--- config.mk ---
export PLATFORM = sky130hd
export DESIGN_NAME = regfile_dump_unit
export DESIGN_NICKNAME = d
export VERILOG_FILES = /design/src/rtl/regfile_dump_unit.sv
export SDC_FILE = /design/constraint.sdc
export NUM_CORES = 1
export LEC_CHECK = 0
export ABC_CLOCK_PERIOD_IN_PS = 1700
export CAP_MARGIN = 20
export CORE_AREA = 2 2 77 79
export DETAILED_ROUTE_END_ITERATION = 10
export DIE_AREA = 0 0 79 81
export PLACE_DENSITY = 0.83
export SLEW_MARGIN = 25
export SYNTH_ARGS = -nofsm -noshare
export SYNTH_HDL_FRONTEND = slang
export SYNTH_SLANG_ARGS = --single-unit
export TNS_END_PERCENT = 100
--- constraint.sdc ---
create_clock -name clk -period 1.7 [get_ports clk]
set_input_delay 0.17 -clock clk [delete_from_list [all_inputs] [get_ports clk]]
set_output_delay 0.17 -clock clk [all_outputs]
set_load 0.02 [all_outputs]
--- src/rtl/regfile_dump_unit.sv ---
// rtl/regfile_dump_unit.sv - walks the register file read port and streams each captured value with index/last tags
module regfile_dump_unit #(
  parameter int NUM_REGS   = 32,
  parameter int ADDR_WIDTH = 5,
  parameter int DATA_WIDTH = 32,
  parameter int SKIP_X0    = 0
) (
  input  logic                  clk,
  input  logic                  reset,
  input  logic                  start,
  output logic                  busy,
  output logic                  done,
  output logic                  rf_hold,
  output logic [ADDR_WIDTH-1:0] rf_raddr,
  input  logic [DATA_WIDTH-1:0] rf_rdata,
  output logic                  out_valid,
  input  logic                  out_ready,
  output logic [DATA_WIDTH-1:0] out_data,
  output logic [ADDR_WIDTH-1:0] out_index,
  output logic                  out_last
);

  typedef enum logic [1:0] {
    S_IDLE,
    S_LOAD,
    S_SEND,
    S_DONE
  } state_t;

  localparam logic [ADDR_WIDTH-1:0] LAST_IDX  = ADDR_WIDTH'(NUM_REGS - 1);
  localparam logic [ADDR_WIDTH-1:0] FIRST_IDX = (SKIP_X0 != 0) ? ADDR_WIDTH'(1) : '0;

  state_t                state;
  logic [ADDR_WIDTH-1:0] idx;

  // The read port is only driven during LOAD so it stays parked at x0 otherwise.
  assign rf_raddr = (state == S_LOAD) ? idx : '0;
  assign rf_hold  = busy;

  always_ff @(posedge clk or posedge reset) begin
    if (reset) begin
      state     <= S_IDLE;
      idx       <= '0;
      busy      <= 1'b0;
      done      <= 1'b0;
      out_valid <= 1'b0;
      out_last  <= 1'b0;
      out_data  <= '0;
      out_index <= '0;
    end else begin
      case (state)
        S_IDLE: begin
          done <= 1'b0;
          if (start) begin
            idx   <= FIRST_IDX;
            busy  <= 1'b1;
            state <= S_LOAD;
          end
        end
        S_LOAD: begin
          out_data  <= rf_rdata;
          out_index <= idx;
          out_last  <= (idx == LAST_IDX);
          out_valid <= 1'b1;
          state     <= S_SEND;
        end
        S_SEND: begin
          if (out_ready) begin
            out_valid <= 1'b0;
            if (out_last) begin
              done  <= 1'b1;
              state <= S_DONE;
            end else begin
              if (idx < LAST_IDX) idx <= idx + 1'b1;
              state <= S_LOAD;
            end
          end
        end
        S_DONE: begin
          done  <= 1'b0;
          busy  <= 1'b0;
          state <= S_IDLE;
        end
        default: state <= S_IDLE;
      endcase
    end
  end

endmodule

==> metrics.md <==
| Metric | Value |
|---|---|
| Status | `finished with violations` |
| Failing checks | `negative setup slack` |
| Site Rows | `28` |
| H-tree depth | `2` |
| Total GRT Usage | `14.4%` |
| Min-delay worst type | `in2async` |
| Overflow after GRT | `0` |
| Mapped Cells | `151` |
| Drt total wl | `4570 µm` |
| Share of cells above drive strength 1 | `32.1%` |
| Combinational Power Share | `57.1%` |
| Mapped Nets | `195` |
| Seq pwr share | `31.8%` |
| Slew @ Worst Pin | `0.321 ns` |
| Startpoint Class | `flip-flop` |
| Unique masters post-synth | `28` |
| Final clock skew | `0.00506 ns` |
| Critical path, cell by cell | `buf_6 -> ha_4 -> nor2b_4 -> a2111oi_4 -> buf_4 -> a21boi_2 -> o21ai_1` |
| Cts bufs inserted | `5` |
| Detail-routed net length per standard cell | `14.1 µm` |
| FF+latch count, synth | `48` |
| Setup ws final | `-0.0319 ns` |
| Int Power | `0.00394 W` |
| Fin Setup TNS | `-0.0319 ns` |
| Hold-fix buffers, CTS | `0` |
| Total die area | `0.00640 mm²` |
| Post-synthesis sequential area ratio | `57.6%` |
| Setup CP Type | `reg2reg` |
| Worst-case vdd ir drop | `800 µV` |
| Clock root cell | `clkbuf_8` |
| CTS tree | `yes` |
| Fmax | `0.577 GHz` |
| Drt initial violations | `35` |
| Clock share of power | `11.1%` |
| Reg2Reg Launch Point | `state[1]` |
| Syn-to-layout area delta | `54.5%` |
| Fin nets | `292` |
| DR pass1 iterations | `4` |
| Core area | `0.00568 mm²` |
| Worst path required time | `1.89 ns` |
| Crit-path max FO | `6` |
| Max-slew headroom | `78.6%` |
| Max-cap check violation count | `0` |
| Final Cycle Share | `102%` |
| Antenna Violating Nets Remaining | `0` |
| Minimum clock period | `1.73 ns` |
| Largest net degree at the start of global routing | `23` |
| Fill cell count | `490` |
| RSZ-0062 raised after global routing | `yes` |
| Crit path DAT | `1.92 ns` |
| Hold Fails Final Rpt | `0` |
| Io pins | `83` |
| IO Port Bufs | `82` |
| Leak | `1.36 nW` |
| Synthesized area | `0.00209 mm²` |
| Initial core utilization | `36.8%` |
| Pre-CTS setup slack | `-0.0820 ns` |
| Endpoint class of the critical path | `flip-flop` |
| Syn Area/Cell | `13.8 µm²` |
| Ant. Diodes | `0` |
| Initial antenna violation count | `0` |
| First-pass GRT wire length | `7140 µm` |
| R2R depth | `7` |
| Via count | `1532` |
| Die W | `79 µm` |
| Synth warn | `0` |
| Final slew viol count | `0` |
| Final setup fails | `1` |
| Sink Count | `48` |
| Post-DP HPWL | `3290 µm` |
| Sw Ratio | `37.6%` |
| Die height | `81 µm` |
| Reg2Reg Capture Point | `idx[3]` |
| Vias in the first global route | `1505` |
| PwrDens | `1960 mW/mm²` |
| Internal reg-to-reg setup slack | `-0.03 ns` |
| Maximum clock path buffer count | `2` |
| Slowest stage cell, crit path | `dfrtp_2` |
| # DRC | `0` |
| Worst stage delay on the critical path | `0.42 ns` |
| P_sw | `0.00237 W` |
| Clock-pin slew on the worst setup and hold paths | `0.09 ns` |
| Vias per Instance | `4.73` |
| Routability cong. | `0.766` |
| Worst-skew pair later-pin latency | `0.31 ns` |
==> state kept, by name, summed over array words and instances (netlist names) <==
register   count
state          2
out_data      32
done           1
out_index      5
idx            5
out_valid      1
busy           1
out_last       1
==> cell usage in the layout (no fill, tap or decap), types with 2 or more instances in the layout <==
cell type	count
ha_4	4
a21oi_1	3
nand4_1	2
nand2_1	5
inv_2	2
buf_4	12
nor2_1	3
dfrtp_1	47
inv_1	5
and2_1	5
o21ai_1	2
ha_1	4
nor2b_1	2
nand3_1	2
mux2i_1	3
mux2_2	39
clkdlybuf4s50_1	77
o21ai_0	3
clkinvlp_4	2
clkbuf_8	5
buf_6	2
clkbuf_2	5
==> through the flow <==
step | hold WS, ns | instances | utilization [%] | total power [W] | cell area [µm²]
final | 0.136 | 324 | 56.8 | 0.00631 | 3220
after global routing | 0.156 | 324 | 56.8 | 0.00672 | 3220
after CTS | 0.145 | 323 | 56.5 | 0.00629 | 3210
after detailed placement | 0.472 | 314 | 54.4 | 0.00552 | 3090
after global placement | 0.472 | 314 | 54.4 | 0.00542 | 3090
after floorplan | 0.322 | 151 | - | 0.00402 | 2100
==> what timing repair did <==
| item | CTS | global route |
|---|---|---|
| endpoints found under the setup margin | 10 | 12 |
| pin swaps | 1 | 2 |
| resized for setup | 16 | 12 |
| cloned | 0 | 0 |
| buffers inserted | 1 | 1 |
==> worst max-delay path: cells and delay by family, from the launching register on <==
family	cells	cell delay, ns
fa+ha+maj	1	0.15
simple gates	1	0.13
buf+inv	2	0.34
flops	1	0.42
compound gates	3	0.58
==> Yosys cell counts <==
cell type,n,share of area [%]
dfrtp_1,48,58
mux2_2,39,21
ha_1,8,4.8
inv_1,8,1.4
and2_1,5,1.5
nand2_1,5,0.90
o21ai_0,5,1.2
a21oi_1,3,0.72
buf_2,3,0.72
mux2i_1,3,1.4
nor2_1,3,0.54
nand3_1,2,0.48
nand4_1,2,0.60
nor2b_1,2,0.60
nor3_1,2,0.48
a2111oi_4,1,1.3
a21boi_0,1,0.36
a31oi_1,1,0.30
and2b_4,1,0.48
and3_1,1,0.30
buf_1,1,0.18
buf_4,1,0.36
buf_6,1,0.54
clkbuf_1,1,0.18
nor2b_4,1,0.66
nor3b_1,1,0.36
o221ai_1,1,0.42
o32a_1,1,0.48
==> per-layer routing <==
layer | up-vias | part of all wire (%) | global-route usage (%)
met5 | - | 0 | 0
met4 | 0 | 0.68 | 3.62
met3 | 4 | 8.0 | 4.89
met2 | 68 | 50 | 24.9
met1 | 747 | 41 | 17.4
li1 | 713 | - | -
==> power by group through the flow <==
| stage | clock (W) | combinational (W) | sequential (W) |
|---|---|---|---|
| floorplan | 0 | 0.00143 | 0.00259 |
| detailed placement | 0 | 0.00349 | 0.00203 |
| finish | 0.000700 | 0.00361 | 0.00200 |
| CTS | 0.000720 | 0.00357 | 0.00200 |
| global placement | 0 | 0.00343 | 0.00199 |
| global route | 0.000775 | 0.00386 | 0.00208 |
==> how the worst max path moves through the flow <==
stage / slack [ns] / start / to / cells after the start
5_1_grt: -0.09 / state[1] / idx[3] / 7
3_5_place_dp: -0.08 / state[0] / idx[1] / 6
3_3_place_gp: -0.01 / state[0] / idx[1] / 6
2_1_floorplan: 0.004 / state[0] / idx[1] / 6
4_1_cts: 0.0003 / state[0] / idx[3] / 7
6_report: -0.03 / state[1] / idx[3] / 7
==> kinds of logic after synthesis <==
logic type,count (synthesis),synth area share (%)
compound gates,13,4.80
fa+ha+maj,8,4.80
buf+inv,15,3.42
flops,48,57.6
mux,42,22.5
simple gates,25,6.90
==> cell type report <==
type                    count  area [µm²]  share of cell area (%)
well taps                  75        93.8                    2.91
clock buffers               5        68.8                    2.14
multi-input cells          88         872                    27.1
inverters                   8        32.5                    1.01
clock inverters             3        23.8                   0.738
repair buffers             97         928                    28.8
flip-flops and latches     48        1200                    37.3
Note: power is estimated with default switching activity, not from simulation.
